===== config.mk =====
export PLATFORM = sky130hd
export DESIGN_NAME = user_led_driver
export DESIGN_NICKNAME = d
export VERILOG_FILES = /design/src/rtl/user_led_driver_pkg.sv /design/src/rtl/user_led_driver_pwm_ch.sv /design/src/rtl/user_led_driver.sv
export SDC_FILE = /design/constraint.sdc
export NUM_CORES = 1
export LEC_CHECK = 0
export ABC_CLOCK_PERIOD_IN_PS = 2300
export CORE_MARGIN = 4
export CORE_UTILIZATION = 40
export CTS_CLUSTER_SIZE = 20
export DETAILED_ROUTE_END_ITERATION = 7
export PLACE_DENSITY = 0.69
export RECOVER_POWER = 100
export SETUP_SLACK_MARGIN = 0.15
export SLEW_MARGIN = 20
export SYNTH_ARGS = -nofsm -noshare
export SYNTH_HDL_FRONTEND = slang
export SYNTH_HIERARCHICAL = 1
export SYNTH_SLANG_ARGS = --single-unit

===== constraint.sdc =====
create_clock -name iSysClk -period 2.3 [get_ports iSysClk]
set_input_delay 0.69 -clock iSysClk [delete_from_list [all_inputs] [get_ports iSysClk]]
set_output_delay 0.69 -clock iSysClk [all_outputs]
set_load 0.03 [all_outputs]

===== src/rtl/user_led_driver_pkg.sv =====
// Shared types and sizing for the user LED driver.
//   ledMode_t : per-LED drive mode (2 bits per LED on iLedMode)
//   brState_t : direction of the shared breathe ramp
//   PWM_W     : PWM counter / duty / breathe level width
//   LED_CNT   : number of LED channels
package user_led_driver_pkg;

  localparam int unsigned PWM_W   = 4;
  localparam int unsigned LED_CNT = 4;

  typedef enum logic [1:0] {
    LED_OFF     = 2'b00,
    LED_ON      = 2'b01,
    LED_BLINK   = 2'b10,
    LED_BREATHE = 2'b11
  } ledMode_t;

  typedef enum logic {
    BR_UP   = 1'b0,
    BR_DOWN = 1'b1
  } brState_t;

endpackage


===== src/rtl/user_led_driver_pwm_ch.sv =====
// One LED channel: compares the shared PWM count against this channel's
// level and registers the result.
//   iSysClk, iSysRst : clock, async active-low reset
//   iMode            : channel mode (OFF/ON/BLINK/BREATHE)
//   iDuty            : shared duty for ON and BLINK
//   iBrLevel         : shared breathe level
//   iBlinkPhase      : shared blink phase (1 = lit half)
//   iPwmCnt          : shared PWM position within the period
//   oLed             : registered LED drive, active high
module led_pwm_ch
  import user_led_driver_pkg::*;
(
  input  logic             iSysClk,
  input  logic             iSysRst,
  input  ledMode_t         iMode,
  input  logic [PWM_W-1:0] iDuty,
  input  logic [PWM_W-1:0] iBrLevel,
  input  logic             iBlinkPhase,
  input  logic [PWM_W-1:0] iPwmCnt,
  output logic             oLed
);

  logic ledNext;

  // Strict less-than: duty 0 is always dark, duty 15 lights 15 of 16 steps.
  always_comb begin
    ledNext = 1'b0;
    case (iMode)
      LED_OFF:     ledNext = 1'b0;
      LED_ON:      ledNext = (iPwmCnt < iDuty);
      LED_BLINK:   ledNext = (iPwmCnt < iDuty) && iBlinkPhase;
      LED_BREATHE: ledNext = (iPwmCnt < iBrLevel);
      default:     ledNext = 1'b0;
    endcase
  end

  always_ff @(posedge iSysClk or negedge iSysRst) begin
    if (!iSysRst) begin
      oLed <= 1'b0;
    end else begin
      oLed <= ledNext;
    end
  end

endmodule


===== src/rtl/user_led_driver.sv =====
// Four-channel user LED driver with PWM dimming, blink and breathe modes.
// Configuration is double-buffered: a request lands in shadow registers and
// is applied at the next PWM period boundary.
//   iSysClk   : system clock
//   iSysRst   : async active-low reset
//   iLedMode  : 2-bit mode per LED, LED n on bits [2n+1:2n]
//   iLedDuty  : shared duty for ON and BLINK
//   iCfgVld   : configuration request, sampled with iLedMode/iLedDuty
//   oCfgBusy  : accepted configuration not yet applied
//   oUserLed  : registered LED drive, active high
module user_led_driver
  import user_led_driver_pkg::*;
#(
  parameter int unsigned pTickDiv      = 1000,
  parameter int unsigned pBlinkPeriods = 32,
  parameter int unsigned pBreathStep   = 4
) (
  input  logic                 iSysClk,
  input  logic                 iSysRst,
  input  logic [2*LED_CNT-1:0] iLedMode,
  input  logic [PWM_W-1:0]     iLedDuty,
  input  logic                 iCfgVld,
  output logic                 oCfgBusy,
  output logic [LED_CNT-1:0]   oUserLed
);

  localparam int unsigned TICK_W  = (pTickDiv > 1)      ? $clog2(pTickDiv)      : 1;
  localparam int unsigned BLINK_W = (pBlinkPeriods > 1) ? $clog2(pBlinkPeriods) : 1;
  localparam int unsigned STEP_W  = (pBreathStep > 1)   ? $clog2(pBreathStep)   : 1;

  localparam logic [TICK_W-1:0]  TICK_LAST  = TICK_W'(pTickDiv - 1);
  localparam logic [BLINK_W-1:0] BLINK_LAST = BLINK_W'(pBlinkPeriods - 1);
  localparam logic [STEP_W-1:0]  STEP_LAST  = STEP_W'(pBreathStep - 1);

  logic [TICK_W-1:0]  prescCnt;
  logic               tick;
  logic [PWM_W-1:0]   pwmCnt;
  logic               boundary;

  logic [BLINK_W-1:0] blinkCnt;
  logic               blinkPhase;

  logic [STEP_W-1:0]  stepCnt;
  logic               brStep;
  brState_t           brState, brStateNext;
  logic [PWM_W-1:0]   brLevel, brLevelNext;

  logic [2*LED_CNT-1:0]         shadowMode;
  logic [PWM_W-1:0]             shadowDuty;
  ledMode_t [LED_CNT-1:0]       activeMode;
  logic [PWM_W-1:0]             activeDuty;
  logic                         cfgAccept;

  assign tick     = (prescCnt == TICK_LAST);
  assign boundary = tick && (pwmCnt == '1);
  assign brStep   = boundary && (stepCnt == STEP_LAST);

  // Prescaler and PWM position
  always_ff @(posedge iSysClk or negedge iSysRst) begin
    if (!iSysRst) begin
      prescCnt <= '0;
      pwmCnt   <= '0;
    end else begin
      prescCnt <= tick ? '0 : prescCnt + TICK_W'(1);
      if (tick) begin
        pwmCnt <= pwmCnt + PWM_W'(1);
      end
    end
  end

  // Blink phase: free-running, independent of any LED's mode
  always_ff @(posedge iSysClk or negedge iSysRst) begin
    if (!iSysRst) begin
      blinkCnt   <= '0;
      blinkPhase <= 1'b0;
    end else if (boundary) begin
      if (blinkCnt == BLINK_LAST) begin
        blinkCnt   <= '0;
        blinkPhase <= ~blinkPhase;
      end else begin
        blinkCnt <= blinkCnt + BLINK_W'(1);
      end
    end
  end

  // Breathe step prescaler (counts period boundaries)
  always_ff @(posedge iSysClk or negedge iSysRst) begin
    if (!iSysRst) begin
      stepCnt <= '0;
    end else if (boundary) begin
      stepCnt <= (stepCnt == STEP_LAST) ? '0 : stepCnt + STEP_W'(1);
    end
  end

  // Breathe FSM: state register
  always_ff @(posedge iSysClk or negedge iSysRst) begin
    if (!iSysRst) begin
      brState <= BR_UP;
      brLevel <= '0;
    end else begin
      brState <= brStateNext;
      brLevel <= brLevelNext;
    end
  end

  // Breathe FSM: next state. Direction flips on the step that reaches the
  // end value, so 15 and 0 are each held for exactly one step.
  always_comb begin
    brStateNext = brState;
    if (brStep) begin
      case (brState)
        BR_UP:   if (brLevel == PWM_W'(14)) brStateNext = BR_DOWN;
        BR_DOWN: if (brLevel == PWM_W'(1))  brStateNext = BR_UP;
        default: brStateNext = BR_UP;
      endcase
    end
  end

  // Breathe FSM: level output
  always_comb begin
    brLevelNext = brLevel;
    if (brStep) begin
      case (brState)
        BR_UP:   brLevelNext = brLevel + PWM_W'(1);
        BR_DOWN: brLevelNext = brLevel - PWM_W'(1);
        default: brLevelNext = '0;
      endcase
    end
  end

  // Config handshake. At a boundary the shadow drains into the active set
  // and a request arriving in that same cycle refills the shadow.
  assign cfgAccept = iCfgVld && (!oCfgBusy || boundary);

  always_ff @(posedge iSysClk or negedge iSysRst) begin
    if (!iSysRst) begin
      shadowMode <= '0;
      shadowDuty <= '0;
      activeDuty <= '0;
      oCfgBusy   <= 1'b0;
      for (int unsigned i = 0; i < LED_CNT; i++) begin
        activeMode[i] <= LED_OFF;
      end
    end else begin
      if (boundary && oCfgBusy) begin
        activeDuty <= shadowDuty;
        for (int unsigned i = 0; i < LED_CNT; i++) begin
          activeMode[i] <= ledMode_t'(shadowMode[2*i +: 2]);
        end
      end
      if (cfgAccept) begin
        shadowMode <= iLedMode;
        shadowDuty <= iLedDuty;
        oCfgBusy   <= 1'b1;
      end else if (boundary) begin
        oCfgBusy <= 1'b0;
      end
    end
  end

  for (genvar g = 0; g < LED_CNT; g++) begin : gCh
    led_pwm_ch uCh (
      .iSysClk     (iSysClk),
      .iSysRst     (iSysRst),
      .iMode       (activeMode[g]),
      .iDuty       (activeDuty),
      .iBrLevel    (brLevel),
      .iBlinkPhase (blinkPhase),
      .iPwmCnt     (pwmCnt),
      .oLed        (oUserLed[g])
    );
  end

endmodule


==> impl_metrics.ini <==
[outcome]
outcome = finished, final reports clean

[critical_path]
path_cells = ha_1 > nand4b_1 > or4_4 > a21bo_2 > mux2_1
crit_family = simple AND/OR/NAND/NOR gates
cp.buffers_inverters = 0
r2r_cells = 5
cp_data_required_time_ns = 2.50
reg2reg_from = prescCnt[0]
slowest_delay_ns = 0.59
reg2reg_to = shadowMode[5]
end_kind = flip-flop
cp_slowest_cell = or4_4
critical_path_class = reg2reg
r2r_slack_ns = 0.17
arrival_ns = 2.33
critPathLaunchType = flip-flop
critical_path_peak_fanout = 6

[logic_synthesis]
ys_seq_area_share_pct = 44.2
synth-edff-count = 0
syn_area_um2 = 3170
syn_avg_cell_area_um2 = 11.2
yosys_warnings = 6
syn-num-nets = 330
synthArstFlopShare_pct = 100
ys_types = 41
synth_ff_type = dfrtp_1
synth_seq_cells = 56
netlist_instances = 282

[routing]
first_iter_violations = 52
viasPerCell = 5.03
wl_um = 5730
wl_per_cell_um = 13.8
drcViolationCount = 0
dr.pass1.iters = 4
ant_nets = 0
vias = 2091

[sta]
clock_skew_ns = 0.0113
post-route-min-period_ns = 2.13
hold_ws_ns = 0.482
setup_slack_ns = 0.172
drv_slew = 0
fin_tns_setup_ns = 0
rsz0062_at_grt = yes
finalHoldViolCount = 0
fin_crit_sh_pct = 92.5
setup_viol = 0
max_slew_margin_pct = 29.4
fmax_mhz = 470
worst_slew_pin_slew_ns = 1.06

[clock_tree]
cts_made_buffers = 5
clock-sinks = 56
cts_buffer_depth = 2
root_buffer = clkbuf_8
cts_hold_buf = 0
clkLatencyLatePin_ns = 0.31
clk_pin_slew_worst_paths_ns = 0.10
cts_tree = done
cts_htree_levels = 2

[worst_hold_path]
worstHoldStart = prescCnt[0]
holdPathEnd = prescCnt[0]
hold_depth = 1
hp-class = reg2reg

[pwr]
powerDensity_nw_per_um2 = 454
p_leak_nw = 1.66
power_mw = 1.63
irDropWorstVdd_mv = 0.263

[final_layout]
postLayoutCellArea_um2 = 3590
fin_cells = 416
syn_to_final_growth_pct = 13.2
diodes = 0
regArea_um2 = 1400
finalCoreUtilization_pct = 46.5
drive_gt1_share_pct = 15.6
multiInputGateArea_um2 = 1610
fillCellCount = 693
nNetsFinal = 361

[placed_design]
dp_slack_ns = 0.00875
gp_congestion = 0.794
place_area_um2 = 3530
io_buffer_count = 19
dp_hpwl_um = 3980
dp_cells = 407

[global_route]
grt_pass1_vias = 2158
track_usage_pct = 12.8
antenna_found_initial = 0
gr-total-overflow = 0
grt_pass1_wl_um = 10000
grt_max_degree = 40

[floorplanning]
die_x_um = 97.0
io_pins = 20
rows = 32
coreArea_um2 = 7730
dieArea_um2 = 9410
die_h_um = 97.0
initial_core_util_pct = 41.0

[job]
maxCapViolations = 0
[worst reg2reg max path, cell delays in order, from the launching register on]
cell and delay, ns:
dfrtp_1 0.39, ha_1 0.21, nand4b_1 0.18, or4_4 0.59, a21bo_2 0.31, mux2_1 0.34
[layout by cell type, fill, tap and decap left out, types with 6 or more instances in the layout]
master	synthesis	routed
and3_1	7	7
clkdlybuf4s50_1	0	13
mux2_2	19	19
xnor2_1	9	9
nand2_1	10	10
nand3_1	6	6
nor2_1	13	13
dfrtp_1	56	56
inv_1	32	32
o21ai_0	12	12
o21ai_1	8	8
a21oi_1	8	8
ha_1	33	33
[worst max-delay path by stage]
stage          slack [ns]  depth (start not counted)            end   startpoint
2_1_floorplan        0.27                          6  shadowDuty[0]  prescCnt[0]
3_3_place_gp         0.04                          3  shadowMode[0]      iCfgVld
3_5_place_dp        0.009                          3  shadowDuty[2]      iCfgVld
4_1_cts              0.16                          1       oCfgBusy     oCfgBusy
5_1_grt              0.07                          5  shadowMode[5]  prescCnt[0]
6_report             0.17                          5  shadowMode[5]  prescCnt[0]
[Yosys cell counts (all sizes together) (4+ instances only)]
| cell | number | area, µm² |
|---|---|---|
| xnor2 | 9 | 78.8 |
| nand2 | 10 | 37.5 |
| xor2 | 4 | 35.0 |
| mux2 | 29 | 364 |
| nor2 | 13 | 48.8 |
| ha | 33 | 413 |
| inv | 32 | 120 |
| nand3b | 4 | 30.0 |
| nor3 | 5 | 25.0 |
| a21oi | 8 | 40.0 |
| dfrtp | 56 | 1400 |
| o21ai | 20 | 100 |
| a211oi | 4 | 50.1 |
| and3 | 7 | 43.8 |
| nand2b | 9 | 86.3 |
| nand3 | 6 | 30.0 |
| o31ai | 4 | 30.0 |
| a21o | 4 | 30.0 |
[sequential cells by signal (all words and copies together), names as in the netlist]
name          flops
prescCnt         10
activeMode        8
shadowMode        8
blinkCnt          5
activeDuty        4
brLevel           4
gCh.uCh/oLed      4
pwmCnt            4
shadowDuty        4
stepCnt           2
blinkPhase        1
brState           1
oCfgBusy          1
[what timing repair did]
action / CTS / global route
pin swaps: 0 / 1
gates cloned: 0 / 1
resized for setup: 2 / 3
endpoints found under the setup margin: 12 / 12
setup buffers: 0 / 0
[per-layer routing]
metal / share of wire (%) / global-route usage (%) / up-vias / wire (µm)
met5: 0 / 0 / - / 0
met4: 1.3 / 4.21 / 0 / 73
met3: 2.6 / 2.81 / 8 / 151
met2: 48 / 21.0 / 16 / 2740
met1: 48 / 16.7 / 1016 / 2760
li1: - / - / 1051 / -
[final cells by class]
type                       count  area share (%)
clock inverter                 2           0.383
inverter                      32            3.35
multi-input combinational    191            44.9
tap                          102            3.56
timing repair buffer          27            6.80
clock buffer                   6            2.02
sequential                    56            39.0
[where the power goes]
group | internal (mW) | switching (mW) | total (mW)
sequential | 1.01 | 0.0139 | 1.02
combinational | 0.0444 | 0.0290 | 0.0734
clock | 0.218 | 0.317 | 0.535
total | 1.27 | 0.360 | 1.63
[cells by family after synthesis]
| logic type | count (synthesis) | synth area share (%) |
|---|---|---|
| buffers and inverters | 36 | 4.54 |
| xor gates and xnor gates | 13 | 3.59 |
| adders and majority gates | 33 | 13.0 |
| DFF | 56 | 44.2 |
| muxes | 30 | 11.8 |
| AOI/OAI and AO/OA | 49 | 10.4 |
| and+or+nand+nor | 65 | 12.4 |
Power figures use the tool's default switching activity.
